**config.mk**
```make
export PLATFORM = sky130hd
export DESIGN_NAME = prog_loader
export DESIGN_NICKNAME = d
export VERILOG_FILES = /design/src/rtl/prog_loader.sv
export SDC_FILE = /design/constraint.sdc
export NUM_CORES = 1
export LEC_CHECK = 0
export ABC_AREA = 1
export CAP_MARGIN = 20
export CORE_ASPECT_RATIO = 0.6
export CORE_MARGIN = 1
export CORE_UTILIZATION = 50
export DETAILED_ROUTE_END_ITERATION = 12
export GPL_ROUTABILITY_DRIVEN = 0
export PLACE_DENSITY = 0.76
export SYNTH_ARGS = -nofsm -noshare
export SYNTH_HDL_FRONTEND = slang
export SYNTH_SLANG_ARGS = --single-unit
```
**constraint.sdc**
```tcl
create_clock -name clock -period 1.8 [get_ports clock]
set_clock_uncertainty 0.1 [all_clocks]
set_input_delay 0.27 -clock clock [delete_from_list [all_inputs] [get_ports clock]]
set_output_delay 0.27 -clock clock [all_outputs]
set_load 0.1 [all_outputs]
```
**src/rtl/prog_loader.sv**
```systemverilog
// Byte-stream program loader: frames of 16-bit words are written into IRAM or DRAM,
// and a run/stop command pair drives the processor start level.
module prog_loader #(
  parameter int TIMEOUT   = 50000,
  parameter int MAX_WORDS = 512
) (
  input  logic        clock,
  input  logic        reset_n,
  input  logic        rx_valid,
  input  logic [7:0]  rx_data,
  output logic [8:0]  addr_ext,
  output logic [15:0] Data_in_ins,
  output logic [15:0] Data_in_dram,
  output logic        start_2,
  output logic        iram_write_ext,
  output logic        start_3,
  output logic        dram_write_ext,
  output logic        start,
  output logic        busy,
  output logic        done,
  output logic        err
);

  localparam logic [2:0] S_IDLE    = 3'd0;
  localparam logic [2:0] S_LEN_HI  = 3'd1;
  localparam logic [2:0] S_LEN_LO  = 3'd2;
  localparam logic [2:0] S_DATA_HI = 3'd3;
  localparam logic [2:0] S_DATA_LO = 3'd4;
  localparam logic [2:0] S_WRITE   = 3'd5;
  localparam logic [2:0] S_HOLD    = 3'd6;
  localparam logic [2:0] S_RUN     = 3'd7;

  localparam logic [7:0] CMD_IRAM = 8'hA5;
  localparam logic [7:0] CMD_DRAM = 8'h5A;
  localparam logic [7:0] CMD_RUN  = 8'hC3;
  localparam logic [7:0] CMD_STOP = 8'hFF;

  localparam int TW = $clog2(TIMEOUT + 1);

  logic [2:0]    state_q, state_d;
  logic          sel_dram_q, sel_dram_d;
  logic [7:0]    len_hi_q, len_hi_d;
  logic [7:0]    byte_hi_q, byte_hi_d;
  logic [15:0]   word_q, word_d;
  logic [15:0]   rem_q, rem_d;
  logic [8:0]    addr_q, addr_d;
  logic [TW-1:0] idle_q, idle_d;
  logic          start_q, start_d;
  logic          start_2_q, start_2_d;
  logic          iwr_q, iwr_d;
  logic          start_3_q, start_3_d;
  logic          dwr_q, dwr_d;
  logic          busy_q, busy_d;
  logic          done_q, done_d;
  logic          err_q, err_d;

  logic [15:0]   len_s;
  logic          in_frame_s;

  assign len_s      = {len_hi_q, rx_data};
  assign in_frame_s = (state_q == S_LEN_HI) || (state_q == S_LEN_LO) ||
                      (state_q == S_DATA_HI) || (state_q == S_DATA_LO);

  // Next-state, datapath and registered-output decode
  always_comb begin
    state_d    = state_q;
    sel_dram_d = sel_dram_q;
    len_hi_d   = len_hi_q;
    byte_hi_d  = byte_hi_q;
    word_d     = word_q;
    rem_d      = rem_q;
    addr_d     = addr_q;
    idle_d     = {TW{1'b0}};
    done_d     = 1'b0;
    err_d      = 1'b0;

    if (in_frame_s && !rx_valid) begin
      if (idle_q >= TW'(TIMEOUT - 1)) begin
        state_d = S_IDLE;
        err_d   = 1'b1;
      end else begin
        idle_d = idle_q + 1'b1;
      end
    end else begin
      idle_d = {TW{1'b0}};
    end

    case (state_q)
      S_IDLE: begin
        if (rx_valid) begin
          case (rx_data)
            CMD_IRAM: begin state_d = S_LEN_HI; sel_dram_d = 1'b0; end
            CMD_DRAM: begin state_d = S_LEN_HI; sel_dram_d = 1'b1; end
            CMD_RUN:  state_d = S_RUN;
            default:  err_d = 1'b1;
          endcase
        end else begin
          state_d = S_IDLE;
        end
      end
      S_LEN_HI: begin
        if (rx_valid) begin
          len_hi_d = rx_data;
          state_d  = S_LEN_LO;
        end else begin
          len_hi_d = len_hi_q;
        end
      end
      S_LEN_LO: begin
        if (rx_valid) begin
          if (len_s == 16'd0) begin
            state_d = S_IDLE;
            done_d  = 1'b1;
          end else if (len_s > 16'(MAX_WORDS)) begin
            state_d = S_IDLE;
            err_d   = 1'b1;
          end else begin
            rem_d   = len_s;
            addr_d  = 9'd0;
            state_d = S_DATA_HI;
          end
        end else begin
          rem_d = rem_q;
        end
      end
      S_DATA_HI: begin
        if (rx_valid) begin
          byte_hi_d = rx_data;
          state_d   = S_DATA_LO;
        end else begin
          byte_hi_d = byte_hi_q;
        end
      end
      S_DATA_LO: begin
        if (rx_valid) begin
          word_d  = {byte_hi_q, rx_data};
          state_d = S_WRITE;
        end else begin
          word_d = word_q;
        end
      end
      // A byte landing while the write strobe/hold is on screen is an overrun
      S_WRITE: begin
        if (rx_valid) begin
          state_d = S_IDLE;
          err_d   = 1'b1;
        end else begin
          state_d = S_HOLD;
        end
      end
      S_HOLD: begin
        if (rx_valid) begin
          state_d = S_IDLE;
          err_d   = 1'b1;
        end else if (rem_q == 16'd1) begin
          state_d = S_IDLE;
          done_d  = 1'b1;
        end else begin
          rem_d   = rem_q - 16'd1;
          addr_d  = addr_q + 9'd1;
          state_d = S_DATA_HI;
        end
      end
      S_RUN: begin
        if (rx_valid && (rx_data == CMD_STOP)) begin
          state_d = S_IDLE;
        end else begin
          state_d = S_RUN;
        end
      end
      default: state_d = S_IDLE;
    endcase

    start_d   = (state_d == S_RUN);
    start_2_d = ((state_d == S_WRITE) || (state_d == S_HOLD)) && !sel_dram_d;
    start_3_d = ((state_d == S_WRITE) || (state_d == S_HOLD)) && sel_dram_d;
    iwr_d     = (state_d == S_WRITE) && !sel_dram_d;
    dwr_d     = (state_d == S_WRITE) && sel_dram_d;
    busy_d    = (state_d != S_IDLE) && (state_d != S_RUN);
  end

  // State, datapath and output registers
  always_ff @(posedge clock or negedge reset_n) begin
    if (!reset_n) begin
      state_q    <= S_IDLE;
      sel_dram_q <= 1'b0;
      len_hi_q   <= 8'd0;
      byte_hi_q  <= 8'd0;
      word_q     <= 16'd0;
      rem_q      <= 16'd0;
      addr_q     <= 9'd0;
      idle_q     <= {TW{1'b0}};
      start_q    <= 1'b0;
      start_2_q  <= 1'b0;
      iwr_q      <= 1'b0;
      start_3_q  <= 1'b0;
      dwr_q      <= 1'b0;
      busy_q     <= 1'b0;
      done_q     <= 1'b0;
      err_q      <= 1'b0;
    end else begin
      state_q    <= state_d;
      sel_dram_q <= sel_dram_d;
      len_hi_q   <= len_hi_d;
      byte_hi_q  <= byte_hi_d;
      word_q     <= word_d;
      rem_q      <= rem_d;
      addr_q     <= addr_d;
      idle_q     <= idle_d;
      start_q    <= start_d;
      start_2_q  <= start_2_d;
      iwr_q      <= iwr_d;
      start_3_q  <= start_3_d;
      dwr_q      <= dwr_d;
      busy_q     <= busy_d;
      done_q     <= done_d;
      err_q      <= err_d;
    end
  end

  assign addr_ext       = addr_q;
  assign Data_in_ins    = word_q;
  assign Data_in_dram   = word_q;
  assign start          = start_q;
  assign start_2        = start_2_q;
  assign iram_write_ext = iwr_q;
  assign start_3        = start_3_q;
  assign dram_write_ext = dwr_q;
  assign busy           = busy_q;
  assign done           = done_q;
  assign err            = err_q;

endmodule
```
# [Word level (Yosys, flattened, before mapping)]
# Index checks and enable logic that the tools add are counted.
[totals] register_bits=85 inputBits=11 out_inout_bits=49 elab_cells=112
[classes] n_addsub=3 magnitude_cmp=2 eq_ne=21 muxes=46 reduce_logical=24
[op_table] cell="$mux W16" count=7
[op_table] cell="$mux W9" count=5
[op_table] cell="$pmux W16 S2" count=1
[op_table] cell="$mux W3" count=9
[op_table] cell="$eq A8 B8 Y1 const B" count=3
[op_table] cell="$pmux W3 S8" count=1
[op_table] cell="$eq A3 B3 Y1 const B" count=7
[op_table] cell="$pmux W9 S2" count=1
[op_table] cell="$add A16 B1 Y16 const B" count=1
[op_table] cell="$eq A16 B1 Y1 const B" count=1
[op_table] cell="$ge A16 B16 Y1 const B" count=1
[op_table] cell="$gt A16 B10 Y1 const B" count=1
[op_table] cell="$logic_not A16 Y1" count=1
[op_table] cell="$sub A16 B1 Y16 const B" count=1
[op_table] cell="$mux W1" count=14
[op_table] cell="$ne A2 B2 Y1 const B" count=5
[op_table] cell="$add A9 B1 Y9 const B" count=1
[op_table] cell="$eq A8 B7 Y1 const B" count=1
[op_table] cell="$mux W2" count=4
[op_table] cell="$logic_and A1 B1 Y1" count=7
[op_table] cell="$eq A3 B2 Y1 const B" count=2
[op_table] cell="$pmux W3 S2" count=1
[op_table] cell="$reduce_and A2 Y1" count=3
[op_table] cell="$reduce_and A6 Y1" count=1
[op_table] cell="other kinds (11)" count=17

# [Logic depth before layout (Yosys ltp)]
# Gate-level depths: netlist of the first run.
[depth] word_depth=12 depth_mapped=16 ltp_nobuf=16

# [Worst setup path after synthesis of the first run]
# OpenSTA, ideal clock, no wires.
[synth_path] path_type="register -> register" startpoint="register addr_q[0], in the netlist addr_ext[0]" endpoint="register addr_q[8], in the netlist addr_ext[8]" setup_time_ns=0.095 arrival_time_ns=2.016 required_time_ns=1.605 setup_slack_ns=-0.412 path_stages_with_launch=8 n_path_buf=0 period_less_slack_ns=2.212 path_cell_list="dfrtp_1 > ha_1 > inv_1 > nor2_1 > inv_1 > nor4_1 > xnor2_1 > o31ai_1"
[synth_between] elab_chain_cells=4
[synth_rtl] element="start, declared" line="46" rtl="logic [8:0] addr_q, addr_d;"
[synth_rtl] element="start signal, assigned" line="208" rtl="addr_q <= addr_d;"
[synth_rtl] element="$add A9 B1 Y9" line="160" rtl="addr_d = addr_q + 9'd1;"
[synth_rtl] element="$mux W9" line="155" rtl="end else if (rem_q == 16'd1) begin"
[synth_rtl] element="$mux W9" line="152" rtl="if (rx_valid) begin"
[synth_rtl] element="$pmux W9 S2" line="88" rtl="case (state_q)"
# No other way between the ends. The select of a mux whose other input is x is not followed.
# A chain may end at the register's enable or synchronous reset.

# [Worst setup path after layout of the first run]
[layout_path] startpoint="input port rx_data[5]" endpoint="register addr_q[4], in the netlist addr_ext[4]"
[layout_between] elab_chain_cells=3 word_cells_on_any_way=5 cone_classes="order compare: 1; eq/ne: 2; reduce/logical: 2"
[layout_rtl] element="start, declared" line="10" rtl="input logic [7:0] rx_data,"
[layout_rtl] element="$gt A16 B10 Y1 / $logic_not A16 Y1 (equally long branches)" line="114, 111"
[layout_rtl] element="$ne A2 B2 Y1 (no line)"
[layout_rtl] element="$reduce_and A6 Y1 (no line) *"
# Every way passes the cells marked *; elsewhere a longest branch is shown, timed or not.

==> summary.txt, run 1 <==
Run status
  – Status: finished, violations left
  – Failing checks: setup timing

Clock tree
  – Clock Latency Late Sink: 0.35 ns
  – Clk buf depth: 2
  – Reg clk slew, reported paths: 0.07 ns
  – H-Tree Depth: 3
  – Num CTS Buffers: 9
  – # clock sinks: 85
  – Clock tree from TritonCTS: done
  – Root Buffer: clkbuf_16

Power
  – Pwr dens: 1960 nW/µm²
  – Share of power burned in registers: 23.5%
  – Clock power frac: 16.3%
  – Pwr Total: 14.16 mW
  – Switching Fraction: 49.63%
  – Net load switching power: 7.026 mW
  – Max VDD drop: 1452 µV
  – Combinational share of power: 60.2%
  – Int Power: 7.132 mW
  – Leakage power: 3.350 nW

STA
  – Final cycle utilization of the critical path: 114.5%
  – Final Max Slew Viols: 0
  – RSZ-0062 raised after global routing: true
  – Final setup violating endpoints: 37
  – Worst Tran Pin Value: 0.4127 ns
  – Rel. slew slack: 72.23%
  – Fmax: 0.4854 GHz
  – Final Hold Fails: 0
  – Setup ws final: -0.2603 ns
  – Crit path time final: 2.060 ns

Floorplan
  – Initial core utilization: 52.42%
  – Die Span X: 124.7 µm
  – Die footprint: 9435 µm²
  – Total core area: 8621 µm²
  – Die height: 75.64 µm
  – I/O pins: 60
  – Row count: 26

Logic synthesis
  – Yosys top cell by area: dfrtp_1
  – Seq cells post-synth: 85
  – Avg Cell Area, Syn: 7.873 µm²
  – Syn Std Cell Area: 4519 µm²
  – Count leader, synth: nand2_1
  – Number of synthesized flops with an enable pin: 0
  – Yosys cell types: 39
  – Register area share after synthesis: 47.07%
  – Ranking of synthesized cells by area: dfrtp_1 47%, nand2_1 12%, inv_1 5.6%, nor2_1 5.4%, o21ai_0 5.1%
  – Share of synthesized registers carrying an async set or reset: 100.0%
  – Synth Net Count: 589
  – Post-Synthesis Cells: 574
  – Post-synth top cells: 143 x nand2_1, 85 x dfrtp_1, 67 x inv_1, 65 x nor2_1, 46 x o21ai_0
  – Ys Warns: 0
  – Top cell type's share of synthesized area: 47.07%
  – Top_reg_cell synth: dfrtp_1

Cells and area
  – Fillers: 430
  – Layout Cells excl Fill: 835
  – Synthesis-to-layout area growth: 59.80%
  – Area of the multi-input gates: 2326 µm²
  – Layout cells sized above 1: 42.19%
  – Register Area: 2145 µm²
  – Post-route cell area: 7222 µm²
  – Nets: 733
  – N_diodes: 0

Setup path
  – Worst-path fanout max: 6
  – Crit path DAT: 2.23 ns
  – R2R cell count: 12
  – CP Class: input pin to flop
  – Worst setup EP type: flop
  – Crit path launch type: input pin
  – Required @ worst endpoint: 1.97 ns

GRT
  – First-pass GRT wire length: 21.62 mm
  – GRT Total Usage: 29.86%
  – Largest net degree at the start of global routing: 54
  – Grt total ovfl: 0
  – Number of global-route vias before repair: 4,476
  – Initial antenna violation count: 0

Route
  – Mean routed wirelength per cell: 20.16 µm
  – Wirelength, routed: 16.83 mm
  – DRC: 0
  – Post-route ant nets: 0
  – TritonRoute pass-1 iters: 6
  – First DRT Iteration DRCs: 510
  – Via density: 5.931
  – Vias: 4,952

Placed design
  – Dpl cells: 800
  – DP Wirelength: 9.530 mm
  – Placed instance area: 6237 µm²
  – I/O Buffers: 59

Min path
  – Hold Crit Class: input pin to async pin

Flow run
  – Max Cap Viol: 0
[power by group through the flow]
stage / clock (mW) / combinational, mW / sequential, mW
floorplan: 0 / 3.17 / 4.61
global route: 2.39 / 8.84 / 3.38
detailed placement: 0 / 7.39 / 3.23
global placement: 0 / 7.19 / 3.20
CTS: 2.29 / 7.61 / 3.24
finish: 2.31 / 8.53 / 3.33
[kinds of logic (layout without fill, tap and decap cells)]
family | count (synthesis) | in the layout | share of synthesized area [%]
buffers and inverters | 104 | 253 | 10.47
AOI/OAI and AO/OA | 82 | 82 | 11.02
xor gates and xnor gates | 16 | 16 | 3.101
and+or+nand+nor | 283 | 283 | 27.24
adders and majority gates | 4 | 4 | 1.107
DFF | 85 | 85 | 47.07
[critical path, stage by stage]
cell and delay (ns):
clkdlybuf4s50_1 0.51, nor2_1 0.16, nand2_1 0.12, nor2_2 0.19
nand2_1 0.10, nand2_2 0.10, nor2_2 0.07, nor2_2 0.13
nand2_4 0.10, o21ai_0 0.25, nor3b_2 0.23
[registers in the layout (all words and copies together), names as in the netlist]
register and cells:
Data_in_dram 16, addr_ext 9, busy 1, byte_hi_q 8, done 1, dram_write_ext 1
err 1, idle_q 16, iram_write_ext 1, len_hi_q 8, rem_q 16, sel_dram_q 1
start 1, start_2 1, start_3 1, state_q 3
[path summary, 6_finish.rpt]
| path | start | to | slack, ns |
|---|---|---|---|
| setup / recovery | rx_data[5] | addr_ext[4]$_DFFE_PN0P_ | -0.26 |
| hold / removal | reset_n | rem_q[4]$_DFFE_PN0P_ | 0.24 |
| setup reg to reg | state_q[0]$_DFF_PN0_ | busy$_DFF_PN0_ | -0.22 |
| hold reg to reg | byte_hi_q[3]$_DFFE_PN0P_ | Data_in_dram[11]$_DFFE_PN0P_ | 0.41 |
| max in group asynchronous | reset_n | state_q[2]$_DFF_PN0_ | 0.76 |
| min in group clock | rx_data[1] | len_hi_q[1]$_DFFE_PN0P_ | 0.37 |
[final cells by class]
cell class,count,share of cell area (%)
well taps,112,1.940
clock buffers,10,3.170
clock inverters,6,1.888
flip-flops and latches,85,29.70
repair buffers,164,27.10
inverters,73,4.002
multi-input cells,385,32.21
[cell usage in the layout (no fill, tap or decap), drive strengths merged, types with 4 or more instances in the layout]
master and count:
dfrtp 85, clkdlybuf4s50 7, nand4 11, nand3 29
nor3b 5, ha 4, inv 71, nor2 73
bufinv 4, a31oi 4, nor3 13, clkbuf 11
xnor2 4, o31ai 6, nand2 146, buf 153
o21ai 51, nor4 4, a21oi 10, xor2 12
[metal layers]
layer / vias to the layer above / GRT usage, % / wire (µm)
met4: 0 / 16.06 / 1168
met1: 2349 / 37.35 / 6223
met3: 134 / 6.812 / 1542
li1: 2112 / - / -
met5: - / 0 / 0
met2: 357 / 49.91 / 7899
[timing repair]
action / CTS / global route
endpoints found under the setup margin: 40 / 55
cloned: 0 / 1
hold endpoints to repair: 21 / 0
gates resized for setup: 47 / 95
buffers inserted: 3 / 14
pin swaps: 12 / 30
hold buffers: 1 / 0
[stage by stage]
stage	hold WS [ns]	setup slack [ns]	setup TNS [ns]	utilization, %
CTS	0.2555	-0.04932	-0.5979	78.59
floorplan	-0.1256	0.02152	0	-
global placement	0.06259	-0.3737	-9.733	72.35
global route	0.2890	-0.4021	-9.662	83.77
finish	0.2386	-0.2603	-4.895	83.77
detailed placement	0.06701	-0.4566	-16.55	72.35
(Power assumes the default switching activity.)
==> run 2: changes to the inputs <==
- CORE_UTILIZATION: 50 -> 55
- PLACE_DENSITY: 0.76 -> 0.8
- clock period: 1.8 -> 2 ns (I/O delays scaled with it)
==> summary.txt, run 2 (synthesis results as in run 1) <==
Run status
  – Status: complete, no violations

Clock tree
  – Clk buf depth: 2 (unchanged)
  – Reg clk slew, reported paths: 0.06 ns (about the same)
  – H-Tree Depth: 3 (unchanged)
  – Num CTS Buffers: 9 (unchanged)
  – Root Buffer: clkbuf_16
  – Clock Latency Late Sink: 0.35 ns (about the same)
  – Clock tree from TritonCTS: done
  – # clock sinks: 85 (unchanged)

STA
  – RSZ-0062 raised after global routing: true
  – Final cycle utilization of the critical path: 96.79%
  – Total Neg Setup Slack: 0 ns (+4.895 ns)
  – Worst Tran Pin Value: 0.5027 ns (+0.09003 ns)
  – Rel. slew slack: 66.45% (-5.8 points)
  – Fmax: 0.5166 GHz
  – Final Hold Fails: 0 (unchanged)
  – Final setup violating endpoints: 0 (-100%)
  – Crit path time final: 1.936 ns
  – Final Max Slew Viols: 0 (unchanged)

Cells and area
  – Fillers: 587 (+37%)
  – Nets: 687 (-6.3%)
  – Register Area: 2132 µm² (-0.58%)
  – Post-route cell area: 5883 µm² (-19%)
  – Commonest non-fill, non-tap cell in the layout: nand2_1
  – Layout cells sized above 1: 26.88% (-15 points)
  – N_diodes: 0 (unchanged)
  – Synthesis-to-layout area growth: 30.18%
  – Area of the multi-input gates: 2049 µm² (-12%)
  – Most frequent cells in the layout: 137 x nand2_1, 103 x buf_4, 81 x dfrtp_1, 66 x inv_1, 55 x nor2_1

Route
  – Mean routed wirelength per cell: 14.99 µm (-26%)
  – TritonRoute pass-1 iters: 5 (-1)
  – Wirelength, routed: 11.77 mm (-30%)
  – Vias: 4,217 (-15%)
  – First DRT Iteration DRCs: 404 (-21%)
  – DRC: 0 (unchanged)
  – Post-route ant nets: 0 (unchanged)
  – Via density: 5.372 (-9.4%)

Setup path
  – R2R Path End: rem_q[1]$_DFFE_PN0P_
  – Reg-to-Reg Start: rem_q[1]$_DFFE_PN0P_
  – Worst-path fanout max: 15 (+9)
  – CP Class: flop to flop
  – Worst reg2reg setup slack: 0.06 ns (+0.28 ns)
  – Crit path DAT: 2.05 ns (-0.18 ns)
  – Crit path capture: rem_q[1]$_DFFE_PN0P_
  – Required @ worst endpoint: 2.12 ns (+0.15 ns)
  – Worst setup EP type: flop
  – R2R cell count: 12 (unchanged)
  – Crit path launch type: flop
  – Crit path launch: rem_q[1]$_DFFE_PN0P_

GRT
  – Grt met1 use: 36.83% (-0.52 points)
  – Routing usage on met2: 44.06% (-5.9 points)
  – Initial antenna violation count: 0 (unchanged)
  – Grt total ovfl: 0 (unchanged)
  – First-pass GRT wire length: 18.48 mm (-15%)
  – Largest net degree at the start of global routing: 54 (unchanged)
  – GRT met3 Usage: 7.233% (+0.42 points)
  – GR peak layer: met2
  – GRT Total Usage: 27.83% (-2.0 points)
  – Number of global-route vias before repair: 3,936 (-12%)

Floorplan
  – Initial core utilization: 57.11% (+4.7 points)
  – Row count: 25 (-3.8%)
  – Die footprint: 8595 µm² (-8.9%)
  – Die Span X: 119.0 µm (-4.6%)
  – Total core area: 7914 µm² (-8.2%)
  – Die height: 72.22 µm (-4.5%)
  – I/O pins: 60 (unchanged)

Placed design
  – Placed instance area: 5365 µm² (-14%)
  – I/O Buffers: 59 (unchanged)
  – DP Wirelength: 8.205 mm (-14%)

Flow run
  – Max Cap Viol: 0 (unchanged)

Power
  – Leakage power: 2.889 nW (-14%)
  – Max VDD drop: 1313 µV (-9.6%)
  – Pwr dens: 1713 nW/µm² (-13%)

Min path
  – Hold Crit Class: input pin to async pin
-- run 2: how the worst min path moves through the flow --
stage,from,slack [ns],to,cells after the start
2_1_floorplan,reset_n,-0.1,Data_in_dram[0]$_DFFE_PN0P_,0
3_3_place_gp,reset_n,0.01,rem_q[13]$_DFFE_PN0P_,1
3_5_place_dp,reset_n,0.01,rem_q[13]$_DFFE_PN0P_,1
4_1_cts,reset_n,0.20,rem_q[13]$_DFFE_PN0P_,2
5_1_grt,reset_n,0.21,rem_q[13]$_DFFE_PN0P_,2
6_report,reset_n,0.19,rem_q[13]$_DFFE_PN0P_,2
-- run 2: layer usage --
layer / share of wire (%) / up-vias
li1: - / 2022
met1: 45 / 2019
met2: 46 / 151
met3: 6.5 / 25
met4: 2.2 / 0
met5: 0 / -
-- run 2: where the power goes --
part | total, mW | switching [mW] | internal (mW) | leakage (nW)
Sequential | 2.79 | 0.505 | 2.29 | 1.09
Clock | 1.72 | 0.706 | 1.01 | 0.142
Combinational | 5.57 | 4.15 | 1.42 | 1.66
-- run 2: worst max-delay path: stages (launching register included) --
cell and delay [ns]:
dfrtp_1 0.38, inv_1 0.10, ha_1 0.18, nand4_1 0.12, nor2_2 0.22, nand3_2 0.12
nand2_2 0.08, inv_2 0.04, nand2_4 0.08, inv_4 0.05, buf_12 0.14, o211ai_1 0.07
o21ai_0 0.11
-- run 2: final cells by class --
type / instances / share of cell area [%]
multi-input cells: 385 / 34.84
clock buffers: 10 / 4.062
repair buffers: 118 / 16.67
clock inverters: 6 / 1.191
flip-flops and latches: 85 / 36.24
inverters: 73 / 4.700
well taps: 108 / 2.297
-- run 2: what timing repair did --
| action | in CTS | in global routing |
|---|---|---|
| gates cloned | 0 | 1 |
| endpoints found under the hold margin | 85 | 0 |
| buffers inserted | 0 | 5 |
| resized for setup | 3 | 34 |
| pin swaps | 0 | 11 |
| hold buffers | 1 | 0 |
| endpoints found under the setup margin | 3 | 35 |
-- run 2: metrics by stage --
step                instances  util, %  power, mW  hold WS (ns)  setup slack (ns)
detailed placement        762    67.79      8.143       0.01074           -0.3077
floorplan                 574        -      6.993      -0.09559           0.02092
global placement          762    67.79      7.984       0.01259           -0.1789
CTS                       779    71.97      9.881        0.1996          0.002472
finish                    785    74.34      10.08        0.1949           0.06415
global route              785    74.34      10.55        0.2061          -0.06304
